### config.mk
export PLATFORM = sky130hd
export DESIGN_NAME = vga_timing_gen
export DESIGN_NICKNAME = d
export VERILOG_FILES = /design/src/rtl/vga_timing_gen.sv
export SDC_FILE = /design/constraint.sdc
export NUM_CORES = 1
export LEC_CHECK = 0
export ABC_CLOCK_PERIOD_IN_PS = 2600
export CAP_MARGIN = 20
export CORE_MARGIN = 4
export CORE_UTILIZATION = 49
export DETAILED_ROUTE_END_ITERATION = 8
export GPL_TIMING_DRIVEN = 0
export HOLD_SLACK_MARGIN = 0.15
export PLACE_DENSITY = 0.86
export SKIP_LAST_GASP = 1
export SLEW_MARGIN = 20
export SYNTH_ARGS = -nofsm -noshare
export SYNTH_HDL_FRONTEND = slang
export SYNTH_SLANG_ARGS = --single-unit
### constraint.sdc
create_clock -name vga_clk -period 2.6 [get_ports vga_clk]
set_input_delay 0.39 -clock vga_clk [delete_from_list [all_inputs] [get_ports vga_clk]]
set_output_delay 0.39 -clock vga_clk [all_outputs]
set_load 0.02 [all_outputs]
### src/rtl/vga_timing_gen.sv
// rtl/vga_timing_gen.sv - 640x480@60Hz pixel timing generator with delayed sync outputs
module vga_timing_gen #(
    parameter int H_ACTIVE = 640,
    parameter int H_FP     = 16,
    parameter int H_SYNC   = 96,
    parameter int H_BP     = 48,
    parameter int V_ACTIVE = 480,
    parameter int V_FP     = 10,
    parameter int V_SYNC   = 2,
    parameter int V_BP     = 33,
    parameter int SYNC_DLY = 1
) (
    input  logic       vga_clk,
    input  logic       reset_n,
    output logic [9:0] DrawX,
    output logic [9:0] DrawY,
    output logic       blank,
    output logic       hs,
    output logic       vs,
    output logic       vblank_start,
    output logic       frame_end,
    output logic [7:0] frame_count
);
    localparam int H_TOTAL = H_ACTIVE + H_FP + H_SYNC + H_BP;
    localparam int V_TOTAL = V_ACTIVE + V_FP + V_SYNC + V_BP;

    localparam logic [9:0] H_LAST   = 10'(H_TOTAL - 1);
    localparam logic [9:0] V_LAST   = 10'(V_TOTAL - 1);
    localparam logic [9:0] H_VIS    = 10'(H_ACTIVE);
    localparam logic [9:0] V_VIS    = 10'(V_ACTIVE);
    localparam logic [9:0] HS_FIRST = 10'(H_ACTIVE + H_FP);
    localparam logic [9:0] HS_LAST  = 10'(H_ACTIVE + H_FP + H_SYNC - 1);
    localparam logic [9:0] VS_FIRST = 10'(V_ACTIVE + V_FP);
    localparam logic [9:0] VS_LAST  = 10'(V_ACTIVE + V_FP + V_SYNC - 1);

    logic [9:0] hc_q, hc_d;
    logic [9:0] vc_q, vc_d;
    logic [7:0] frame_q, frame_d;
    logic       h_wrap, v_wrap;
    logic       hs_raw, vs_raw;

    always_comb begin
        h_wrap  = (hc_q == H_LAST);
        v_wrap  = (vc_q == V_LAST);
        hc_d    = h_wrap ? 10'd0 : hc_q + 10'd1;
        vc_d    = vc_q;
        frame_d = frame_q;
        if (h_wrap) begin
            if (v_wrap) begin
                vc_d    = 10'd0;
                frame_d = frame_q + 8'd1;
            end else begin
                vc_d = vc_q + 10'd1;
            end
        end
    end

    always_ff @(posedge vga_clk or negedge reset_n) begin
        if (!reset_n) begin
            hc_q    <= 10'd0;
            vc_q    <= 10'd0;
            frame_q <= 8'd0;
        end else begin
            hc_q    <= hc_d;
            vc_q    <= vc_d;
            frame_q <= frame_d;
        end
    end

    // vc only moves on the hc wrap, so vsync naturally spans whole lines
    assign hs_raw = !((hc_q >= HS_FIRST) && (hc_q <= HS_LAST));
    assign vs_raw = !((vc_q >= VS_FIRST) && (vc_q <= VS_LAST));

    assign DrawX        = hc_q;
    assign DrawY        = vc_q;
    assign frame_count  = frame_q;
    assign blank        = (hc_q < H_VIS) && (vc_q < V_VIS);
    assign vblank_start = (hc_q == 10'd0) && (vc_q == V_VIS);
    assign frame_end    = h_wrap && v_wrap;

    generate
        if (SYNC_DLY == 0) begin : g_no_dly
            assign hs = hs_raw;
            assign vs = vs_raw;
        end else begin : g_dly
            logic [SYNC_DLY-1:0] hs_pipe_q;
            logic [SYNC_DLY-1:0] vs_pipe_q;

            // Stages idle high so reset release never emits a stray sync pulse
            always_ff @(posedge vga_clk or negedge reset_n) begin
                if (!reset_n) begin
                    hs_pipe_q <= '1;
                    vs_pipe_q <= '1;
                end else begin
                    hs_pipe_q[0] <= hs_raw;
                    vs_pipe_q[0] <= vs_raw;
                    for (int i = 1; i < SYNC_DLY; i++) begin
                        hs_pipe_q[i] <= hs_pipe_q[i-1];
                        vs_pipe_q[i] <= vs_pipe_q[i-1];
                    end
                end
            end

            assign hs = hs_pipe_q[SYNC_DLY-1];
            assign vs = vs_pipe_q[SYNC_DLY-1];
        end
    endgenerate
endmodule

**Yosys cells after proc, flatten, opt, wreduce, memory -nomap -nowiden**

Cells that the tools add are included.
W data, S select, Z words.

- Register bits after elaboration: 30
- Input port bits: 2
- Output and inout bits: 33
- Logic and storage cells: 28

- Add/subtract/negate cells: 3
- Magnitude comparators: 6
- Eq/ne operators: 3
- Mux-type cells: 2
- Reduce and logical (&&, ||, !) cells: 9

Operators with widths:

| cell | number |
|---|---|
| $add A10 B1 Y10 const B | 2 |
| $eq A10 B10 Y1 const B | 2 |
| $mux W10 | 2 |
| $eq A10 B9 Y1 const B | 1 |
| $ge A10 B10 Y1 const B | 1 |
| $ge A10 B9 Y1 const B | 1 |
| $le A10 B10 Y1 const B | 1 |
| $le A10 B9 Y1 const B | 1 |
| $logic_not A10 Y1 | 1 |
| $lt A10 B10 Y1 const B | 1 |
| $lt A10 B9 Y1 const B | 1 |
| $add A8 B1 Y8 const B | 1 |
| $logic_and A1 B1 Y1 | 5 |
| $logic_not A1 Y1 | 2 |
| $reduce_and A2 Y1 | 1 |

**Depth between registers and ports, before layout**

Gate-level depths: netlist (run 1).

- Word-level depth: 3
- Gate-level depth with buffers: 6
- Depth with buffers taken out: 6

**Least setup slack after synthesis (run 1)**

Ideal clock, no wire load.

- Kind: reg-to-reg
- Start: register hc_q[0] (netlist: DrawX[0])
- End: register frame_q[1] (netlist: frame_count[1])
- Library setup time: 125 ps
- Arrival: 2013 ps
- Slack: 463 ps
- Cell stages (with the launch flop): 7
- Buffers on the path: 1
- Path through: dfrtp_1 > ha_1 > nand3_4 > or3_4 > buf_6 > nor2_4 > mux2_2

- Longest elaborated chain between the ends: 2

Ends and longest elaborated chain:

| element | RTL line | source |
|---|---|---|
| start: declaration | 36 | `logic [9:0] hc_q, hc_d;` |
| start signal: assignment | 60 | `hc_q <= 10'd0;` |
| start signal: assignment | 64 | `hc_q <= hc_d;` |
| $eq A10 B10 Y1 | 43 | `h_wrap = (hc_q == H_LAST);` |
| $reduce_and A2 Y1 (no source line) | - |  |
| end signal: assignment | 66 | `frame_q <= frame_d;` |
| end: declaration | 38 | `logic [7:0] frame_q, frame_d;` |

No other way between the ends.
A chain may end at the register's enable or synchronous reset.

**Worst setup path after layout (run 1)**

- Start: register hc_q[0] (netlist: DrawX[0])
- End: output frame_end

- Longest elaborated chain between the ends: 2

Ends and longest elaborated chain:

| element | RTL line | source |
|---|---|---|
| $eq A10 B10 Y1 | 43 |  |
| $logic_and A1 B1 Y1 | 79 | `assign frame_end = h_wrap && v_wrap;` |
| end: declaration | 21 | `output logic frame_end,` |

No other way between the ends.

==> impl_results.html, run 1 <==
<table>
<tr><th>Metric</th><th>Value</th></tr>
<tr><th colspan="2">Floorplan</th></tr>
<tr><td>Total number of placement rows</td><td>20</td></tr>
<tr><td>Die width</td><td>64.4 um</td></tr>
<tr><td>Number of I/O pins</td><td>35</td></tr>
<tr><td>Total Die Area</td><td>4150 um2</td></tr>
<tr><td>Floorplan Core Area</td><td>3050 um2</td></tr>
<tr><td>Initial Util</td><td>0.510</td></tr>
<tr><td>Vertical extent of the die</td><td>64.4 um</td></tr>
<tr><th colspan="2">Timing</th></tr>
<tr><td># setup viols final</td><td>0</td></tr>
<tr><td>Pin slew with the least headroom to its limit</td><td>0.660 ns</td></tr>
<tr><td>Final count of hold timing violations</td><td>0</td></tr>
<tr><td>Slew HR</td><td>0.560</td></tr>
<tr><td>Final Slew Violations</td><td>0</td></tr>
<tr><td>Setup skew after layout</td><td>0.00384 ns</td></tr>
<tr><td>Unrepaired setup endpoints after global routing</td><td>false</td></tr>
<tr><td>Fraction of the cycle the final worst path needs</td><td>0.961</td></tr>
<tr><td>Achievable Freq</td><td>400 MHz</td></tr>
<tr><td>Time the final worst path needs with I/O delays and setup</td><td>2.50 ns</td></tr>
<tr><th colspan="2">Placed design</th></tr>
<tr><td>Number of port buffers</td><td>34</td></tr>
<tr><td>Weighted congestion at the end of routability-driven global placement</td><td>0.847</td></tr>
<tr><td>Sum of net half-perimeters after detailed placement</td><td>2.39 mm</td></tr>
<tr><td>Placed cell area</td><td>1950 um2</td></tr>
<tr><th colspan="2">Yosys</th></tr>
<tr><td>Post-Synth XOR/XNOR Area</td><td>0.117</td></tr>
<tr><td>Warnings, synthesis</td><td>0</td></tr>
<tr><td>#FFs+latches synth</td><td>30</td></tr>
<tr><td>Complex-gate fraction of the synthesized area</td><td>0.0386</td></tr>
<tr><td>Post-Synthesis Mean Instance Area</td><td>11.1 um2</td></tr>
<tr><td>Number of distinct library cell variants in the gate-level netlist after synthesis</td><td>36</td></tr>
<tr><td>Top cells by area, synth</td><td>dfrtp_1 45%, xor2_1 6.2%, ha_1 4.8%, xnor2_1 4.5%, dfstp_2 3.4%</td></tr>
<tr><td>Instance count of the mapped netlist</td><td>140</td></tr>
<tr><td>Most area-hungry cell type in the Yosys netlist</td><td>dfrtp_1</td></tr>
<tr><td>Fraction of post-synthesis cell area in the top cell type by area</td><td>0.450</td></tr>
<tr><td>Mux contribution to synthesized area</td><td>0.0137</td></tr>
<tr><td>Area share of and/or/nand/nor cells after synthesis</td><td>0.260</td></tr>
<tr><td>Adder-cell share of the synthesized area</td><td>0.0482</td></tr>
<tr><td>Net count after synthesis</td><td>148</td></tr>
<tr><td>Main combinational cell family by area after synthesis</td><td>simple AND/OR/NAND/NOR gates</td></tr>
<tr><td>Sequential-to-total area share from yosys stat</td><td>0.484</td></tr>
<tr><td>Post-synth design cell area</td><td>1560 um2</td></tr>
<tr><th colspan="2">Cells and area</th></tr>
<tr><td>Diode count</td><td>0</td></tr>
<tr><td>Area delta synth-&gt;final</td><td>32.2%</td></tr>
<tr><td>Share of cells above drive strength 1</td><td>0.161</td></tr>
<tr><td>Fill count</td><td>250</td></tr>
<tr><td>Final standard cell area without fillers</td><td>2060 um2</td></tr>
<tr><td>Post-layout net count</td><td>193</td></tr>
<tr><th colspan="2">Route</th></tr>
<tr><td>Detailed-route vias per instance</td><td>5.28</td></tr>
<tr><td>Detail Route Antenna Nets</td><td>0</td></tr>
<tr><td>Detailed Routing Iterations Pass 1</td><td>4</td></tr>
<tr><td>Via count of the routed design</td><td>1215</td></tr>
<tr><td>Final Routed Wirelength</td><td>3.40 mm</td></tr>
<tr><td>Detailed-route wire length per cell</td><td>14.8 um</td></tr>
<tr><td>DRC viols</td><td>0</td></tr>
<tr><td>Number of design-rule violations left by the first detailed-router iteration</td><td>58</td></tr>
<tr><th colspan="2">Pwr</th></tr>
<tr><td>VDD IR max</td><td>0.000217 V</td></tr>
<tr><td>Leak Pwr</td><td>0.913 nW</td></tr>
<tr><td>Power density over cell area</td><td>371 nW/um2</td></tr>
<tr><td>Power Total</td><td>765 uW</td></tr>
<tr><th colspan="2">CTS</th></tr>
<tr><td>Clock net sink count</td><td>30</td></tr>
<tr><td>Clk slew on worst S/H paths</td><td>0.09 ns</td></tr>
<tr><td>Number of H-tree branching levels</td><td>2</td></tr>
<tr><td>Buffer cell driving the clock tree root</td><td>clkbuf_4</td></tr>
<tr><td>CTS tree</td><td>yes</td></tr>
<tr><td>Clock Path Buffers</td><td>2</td></tr>
<tr><td>Total CTS buffers</td><td>5</td></tr>
<tr><td>Clock latency on the worst-skew pair</td><td>0.32 ns</td></tr>
<tr><th colspan="2">Status</th></tr>
<tr><td>Result of the run</td><td>complete, no violations</td></tr>
<tr><th colspan="2">Hold path</th></tr>
<tr><td>Type of the most critical hold path</td><td>flip-flop to flip-flop</td></tr>
<tr><th colspan="2">Setup path</th></tr>
<tr><td>Slowest CP cell</td><td>dfrtp_1</td></tr>
<tr><td>Type of origin of the critical path</td><td>flip-flop</td></tr>
<tr><td>Required time worst endpoint</td><td>2.21 ns</td></tr>
<tr><td>Worst setup path category</td><td>flip-flop to primary output</td></tr>
<tr><td>Endpoint arrival time on the critical path</td><td>2.11 ns</td></tr>
<tr><td>Highest net fanout along the worst path</td><td>10</td></tr>
<tr><td>Critical Path Sink Type</td><td>primary output</td></tr>
<tr><td>Max incr delay on CP</td><td>0.43 ns</td></tr>
<tr><td>Cell breakdown of the critical path</td><td>ha_2 &gt; nand3_4 &gt; or3_4 &gt; buf_6 &gt; nor2_4 &gt; clkdlybuf4s15_2</td></tr>
<tr><th colspan="2">Global route</th></tr>
<tr><td>First-pass GRT wire length</td><td>5.84 mm</td></tr>
<tr><td>Aggregate global routing overflow</td><td>0</td></tr>
<tr><td>Global Route Usage Sum</td><td>0.179</td></tr>
<tr><td>Number of antenna violations at the first check in global routing</td><td>0</td></tr>
<tr><td>Largest net degree at the start of global routing</td><td>31</td></tr>
<tr><td>Vias in the first global route</td><td>1240</td></tr>
<tr><th colspan="2">Job</th></tr>
<tr><td>Count of maximum capacitance violations</td><td>0</td></tr>
</table>
==> through the flow <==
stage	worst slack [ns]	cells	util	setup TNS, ns	hold slack (ns)
after detailed placement	-0.00349	218	0.638	-0.00349	0.460
after global routing	0.0170	230	0.675	0	0.503
final	0.102	230	0.675	0	0.475
after global placement	0.0267	218	0.640	0	0.459
after floorplan	0.463	140	-	0	0.0944
after CTS	-0.000409	227	0.664	-0.000409	0.481
==> metal layers <==
| layer | vias to the layer above | routed length [um] | part of all wire | global-route usage |
|---|---|---|---|---|
| li1 | 589 | - | - | - |
| met5 | - | 0 | 0 | 0 |
| met1 | 579 | 1410 | 0.42 | 0.209 |
| met2 | 42 | 1800 | 0.53 | 0.320 |
| met4 | 0 | 27 | 0.0079 | 0.0475 |
| met3 | 5 | 164 | 0.048 | 0.0510 |
==> report_power, final <==
group / switching (mW) / internal, mW
Clock: 0.157 / 0.131
Sequential: 0 / 0.466
Combinational: 0.00877 / 0.00150
Total: 0.166 / 0.599
==> registers in the layout (all words and copies together) (netlist names) <==
signal       count
vs               1
hs               1
DrawY           10
frame_count      8
DrawX           10
==> critical path: cells and delay by family (launching register included) <==
kind                     cells  cell delay [ns]
buffers and inverters        2             0.43
AND/OR/NAND/NOR              3             0.67
flip-flops                   1             0.43
adder cells (fa/ha/maj)      1             0.24
==> kinds of logic (layout without fill, tap and decap cells) <==
group                    Yosys count  count (layout)
AND/OR/NAND/NOR                   62              62
flip-flops                        30              30
adder cells (fa/ha/maj)            6               6
XOR/XNOR                          20              20
AO/OA/AOI/OAI                     10              10
multiplexers                       2               2
buffers and inverters             10              56
==> cells in the mapped netlist (all sizes together) <==
master,instances
nand2b,1
or3,2
o21ai,5
nand4bb,1
inv,6
mux2i,1
o21a,2
dfrtp,28
nand3,11
nor4,4
and4,3
nand4,5
clkbuf,1
o31ai,1
mux2,1
dfstp,2
or4,2
o211ai,1
xnor2,9
and3,4
buf,3
nor3,9
nor2,8
ha,6
nand2,7
and4bb,1
a21oi,1
nor4b,2
and2,2
xor2,11
==> path summary, 6_finish.rpt <==
path                                 from        endpoint  slack [ns]  depth (start not counted)
max                              DrawX[0]       frame_end        0.10                          6
min                        frame_count[7]  frame_count[7]        0.48                          1
max reg2reg                      DrawX[0]  frame_count[6]        0.55                          5
min reg2reg                frame_count[7]  frame_count[7]        0.48                          1
max in group asynchronous         reset_n        DrawY[5]        1.51                          2
min in group asynchronous         reset_n        DrawX[7]        0.63                          2
==> layout make-up <==
| class | instances | area, um2 | area share |
|---|---|---|---|
| multi-input cells | 100 | 762 | 0.370 |
| plain buffers | 4 | 37.5 | 0.0182 |
| clock buffers | 7 | 55.1 | 0.0267 |
| well taps | 44 | 55.1 | 0.0267 |
| inverters | 6 | 22.5 | 0.0109 |
| repair buffers | 38 | 368 | 0.179 |
| flip-flops and latches | 30 | 754 | 0.366 |
| clock inverters | 1 | 5.00 | 0.00243 |
==> cell usage in the layout, fill, tap and decap left out, types with 4 or more instances in the layout <==
| cell | n |
|---|---|
| nor3_1 | 9 |
| ha_1 | 5 |
| xor2_1 | 11 |
| nor2_1 | 7 |
| clkbuf_4 | 5 |
| nor4_1 | 4 |
| and3_1 | 4 |
| o21ai_0 | 5 |
| clkdlybuf4s50_1 | 31 |
| nand3_1 | 10 |
| nand4_1 | 4 |
| inv_1 | 6 |
| nand2_1 | 7 |
| xnor2_1 | 8 |
| dfrtp_1 | 27 |
==> what timing repair did <==
| action | 4_1_cts | 5_1_grt |
|---|---|---|
| resized for setup | 7 | 1 |
| hold buffers | 1 | 0 |
| endpoints found under the setup margin | 2 | 1 |
| endpoints found under the hold margin | 28 | 0 |
| buffers inserted | 0 | 3 |
| pin swaps | 0 | 1 |
Power figures use the tool's default switching activity.
==> run 2, diff against run 1 <==
CTS_CLUSTER_SIZE = 25   (was default)
==> results of run 2 <==
The final DEF is identical to that of run 1; final timing and power are the same.
==> run 3, diff against run 2 <==
CTS_BUF_LIST = sky130_fd_sc_hd__clkbuf_16   (was default)
==> impl_results.html, run 3 (synthesis gave the netlist of run 1 again) <==
<table>
<tr><th>Metric</th><th>Value</th></tr>
<tr><th colspan="2">Floorplan</th></tr>
<tr><td>Initial Util</td><td>0.510 (unchanged)</td></tr>
<tr><td>Vertical extent of the die</td><td>64.4 um (unchanged)</td></tr>
<tr><td>Total number of placement rows</td><td>20 (unchanged)</td></tr>
<tr><td>Number of I/O pins</td><td>35 (unchanged)</td></tr>
<tr><td>Total Die Area</td><td>4150 um2 (unchanged)</td></tr>
<tr><td>Floorplan Core Area</td><td>3050 um2 (unchanged)</td></tr>
<tr><td>Die width</td><td>64.4 um (unchanged)</td></tr>
<tr><th colspan="2">Timing</th></tr>
<tr><td>Sum of negative setup slack</td><td>0 ns (unchanged)</td></tr>
<tr><td>Fraction of the cycle the final worst path needs</td><td>0.964 (+0.00314)</td></tr>
<tr><td>Time the final worst path needs with I/O delays and setup</td><td>2.51 ns (+0.00816 ns)</td></tr>
<tr><td>Slew HR</td><td>0.558 (-0.00235)</td></tr>
<tr><td>Final worst setup slack</td><td>0.0937 ns (-0.00816 ns)</td></tr>
<tr><td>Achievable Freq</td><td>399 MHz (-0.33%)</td></tr>
<tr><td>Pin slew with the least headroom to its limit</td><td>0.663 ns (+0.00352 ns)</td></tr>
<tr><td>Unrepaired setup endpoints after global routing</td><td>false</td></tr>
<tr><td># setup viols final</td><td>0 (unchanged)</td></tr>
<tr><td>Final count of hold timing violations</td><td>0 (unchanged)</td></tr>
<tr><td>Final Slew Violations</td><td>0 (unchanged)</td></tr>
<tr><td>Setup skew after layout</td><td>0.00350 ns (-0.000336 ns)</td></tr>
<tr><th colspan="2">Route</th></tr>
<tr><td>Detailed-route wire length per cell</td><td>15.8 um (+6.7%)</td></tr>
<tr><td>Via count of the routed design</td><td>1232 (+1.4%)</td></tr>
<tr><td>Number of design-rule violations left by the first detailed-router iteration</td><td>96 (+66%)</td></tr>
<tr><td>Detail Route Antenna Nets</td><td>0 (unchanged)</td></tr>
<tr><td>Detailed-route vias per instance</td><td>5.38 (+1.8%)</td></tr>
<tr><td>Final Routed Wirelength</td><td>3.61 mm (+6.2%)</td></tr>
<tr><td>Detailed Routing Iterations Pass 1</td><td>4 (unchanged)</td></tr>
<tr><td>DRC viols</td><td>0 (unchanged)</td></tr>
<tr><th colspan="2">Cells and area</th></tr>
<tr><td>Post-layout net count</td><td>192 (-0.52%)</td></tr>
<tr><td>Share of cells above drive strength 1</td><td>0.146 (-0.0153)</td></tr>
<tr><td>Diode count</td><td>0 (unchanged)</td></tr>
<tr><td>Final Core Density</td><td>0.700 (+0.0250)</td></tr>
<tr><td>Fill count</td><td>235 (-6.0%)</td></tr>
<tr><td>Area delta synth-&gt;final</td><td>37.1%</td></tr>
<tr><td>Leading cell type in the layout, fill and taps excluded</td><td>clkdlybuf4s50_1</td></tr>
<tr><td>Commonest non-fill, non-tap cells in the layout</td><td>31 x clkdlybuf4s50_1, 27 x dfrtp_1, 11 x xor2_1</td></tr>
<tr><td>Total area of multi-input combinational cells</td><td>768 um2 (+0.82%)</td></tr>
<tr><td>Area of all sequential standard cells</td><td>754 um2 (unchanged)</td></tr>
<tr><th colspan="2">Placed design</th></tr>
<tr><td>Sum of net half-perimeters after detailed placement</td><td>2.39 mm (unchanged)</td></tr>
<tr><td>Number of port buffers</td><td>34 (unchanged)</td></tr>
<tr><td>Weighted congestion at the end of routability-driven global placement</td><td>0.847 (unchanged)</td></tr>
<tr><td>Placement Setup Slack</td><td>-0.00349 ns (unchanged)</td></tr>
<tr><th colspan="2">Setup path</th></tr>
<tr><td>Worst setup path category</td><td>flip-flop to primary output</td></tr>
<tr><td>Required time worst endpoint</td><td>2.21 ns (about the same)</td></tr>
<tr><td>Endpoint arrival time on the critical path</td><td>2.12 ns (about the same)</td></tr>
<tr><td>Highest net fanout along the worst path</td><td>10 (unchanged)</td></tr>
<tr><td>Critical Path Sink Type</td><td>primary output</td></tr>
<tr><td>Type of origin of the critical path</td><td>flip-flop</td></tr>
<tr><th colspan="2">Global route</th></tr>
<tr><td>Largest net degree at the start of global routing</td><td>31 (unchanged)</td></tr>
<tr><td>Aggregate global routing overflow</td><td>0 (unchanged)</td></tr>
<tr><td>First-pass GRT wire length</td><td>6.07 mm (+4.0%)</td></tr>
<tr><td>Vias in the first global route</td><td>1277 (+3.0%)</td></tr>
<tr><td>Global Route Usage Sum</td><td>0.193 (+0.0140)</td></tr>
<tr><td>Number of antenna violations at the first check in global routing</td><td>0 (unchanged)</td></tr>
<tr><th colspan="2">CTS</th></tr>
<tr><td>Buffer cell driving the clock tree root</td><td>clkbuf_16</td></tr>
<tr><td>Clock latency on the worst-skew pair</td><td>0.28 ns (-0.04 ns)</td></tr>
<tr><td>Clock Path Buffers</td><td>2 (unchanged)</td></tr>
<tr><td>Clk slew on worst S/H paths</td><td>0.05 ns (-0.04 ns)</td></tr>
<tr><td>Number of H-tree branching levels</td><td>2 (unchanged)</td></tr>
<tr><td>Clock net sink count</td><td>30 (unchanged)</td></tr>
<tr><td>CTS tree</td><td>yes</td></tr>
<tr><td>Total CTS buffers</td><td>5 (unchanged)</td></tr>
<tr><td>Number of hold buffers added after cts</td><td>0 (-1)</td></tr>
<tr><th colspan="2">Pwr</th></tr>
<tr><td>Power Total</td><td>1.02 mW (+33%)</td></tr>
<tr><td>Leak Pwr</td><td>0.963 nW (+5.4%)</td></tr>
<tr><td>VDD IR max</td><td>0.000486 V (+120%)</td></tr>
<tr><td>Power density over cell area</td><td>477 nW/um2 (+28%)</td></tr>
<tr><th colspan="2">Job</th></tr>
<tr><td>Count of maximum capacitance violations</td><td>0 (unchanged)</td></tr>
<tr><th colspan="2">Status</th></tr>
<tr><td>Result of the run</td><td>complete, no violations</td></tr>
<tr><th colspan="2">Hold path</th></tr>
<tr><td>Type of the most critical hold path</td><td>input port to async pin</td></tr>
</table>
[run 3: cell types whose count changed in the layout (fill, tap and decap cells not counted), sizes merged]
cell / before / now
dlygate4sd2: 1 / 0
clkbuf: 8 / 6
clkinv: 1 / 2
inv: 6 / 7
dlymetal6s2s: 0 / 1
dlygate4sd3: 1 / 0
[run 3: where the power goes]
group          total [mW]  internal (mW)  switching (mW)
combinational     0.00922       0.000539         0.00868
clock               0.541          0.345           0.196
sequential          0.468          0.468               0
total                1.02          0.813           0.205
[run 3: metal layers]
metal / wire length (um) / part of all wire / GRT usage / vias to the layer above
li1: - / - / - / 584
met1: 1470 / 0.41 / 0.218 / 598
met2: 1850 / 0.51 / 0.321 / 39
met3: 182 / 0.050 / 0.0685 / 11
met4: 107 / 0.030 / 0.0976 / 0
met5: 0 / 0 / 0 / -
[run 3: area by class of cell]
type                       instances  share of cell area
tap                               44              0.0258
inverter                           6              0.0105
timing repair buffer              37               0.169
clock buffer                       5              0.0586
multi-input combinational        100               0.360
buffer                             4              0.0176
clock inverter                     3             0.00586
sequential                        30               0.353
[run 3: worst paths after layout]
kind / start / endpoint / slack, ns / cells after the start
min reg2reg: frame_count[7] / frame_count[7] / 0.47 / 1
max in group asynchronous: reset_n / DrawY[5] / 1.99 / 1
min in group vga_clk: frame_count[7] / frame_count[7] / 0.47 / 1
max reg2reg: DrawY[1] / frame_count[6] / 0.53 / 6
min: reset_n / DrawX[9] / 0.15 / 1
max: DrawX[0] / frame_end / 0.09 / 6
[run 3: worst max-delay path: stages, from the launching register on]
cell             delay (ns)
dfrtp_1                0.41
ha_1                   0.25
nand3_4                0.14
or3_4                  0.44
buf_6                  0.15
nor2_4                 0.12
clkdlybuf4s15_1        0.33
[run 3: repair_timing]
action / in CTS / in global routing
pin swaps: 0 / 1
gates resized for setup: 2 / 5
setup endpoints to repair: 2 / 2
gates cloned: 0 / 0
endpoints found under the hold margin: 0 / 0
setup buffers: 0 / 3
[run 3: metrics by stage]
step	std cells	cell area [um2]	hold WS [ns]
after global placement	218	1950	0.459
final	229	2140	0.149
after CTS	226	2090	0.172
after global routing	229	2140	0.208
after floorplan	140	1560	0.0944
after detailed placement	218	1950	0.460
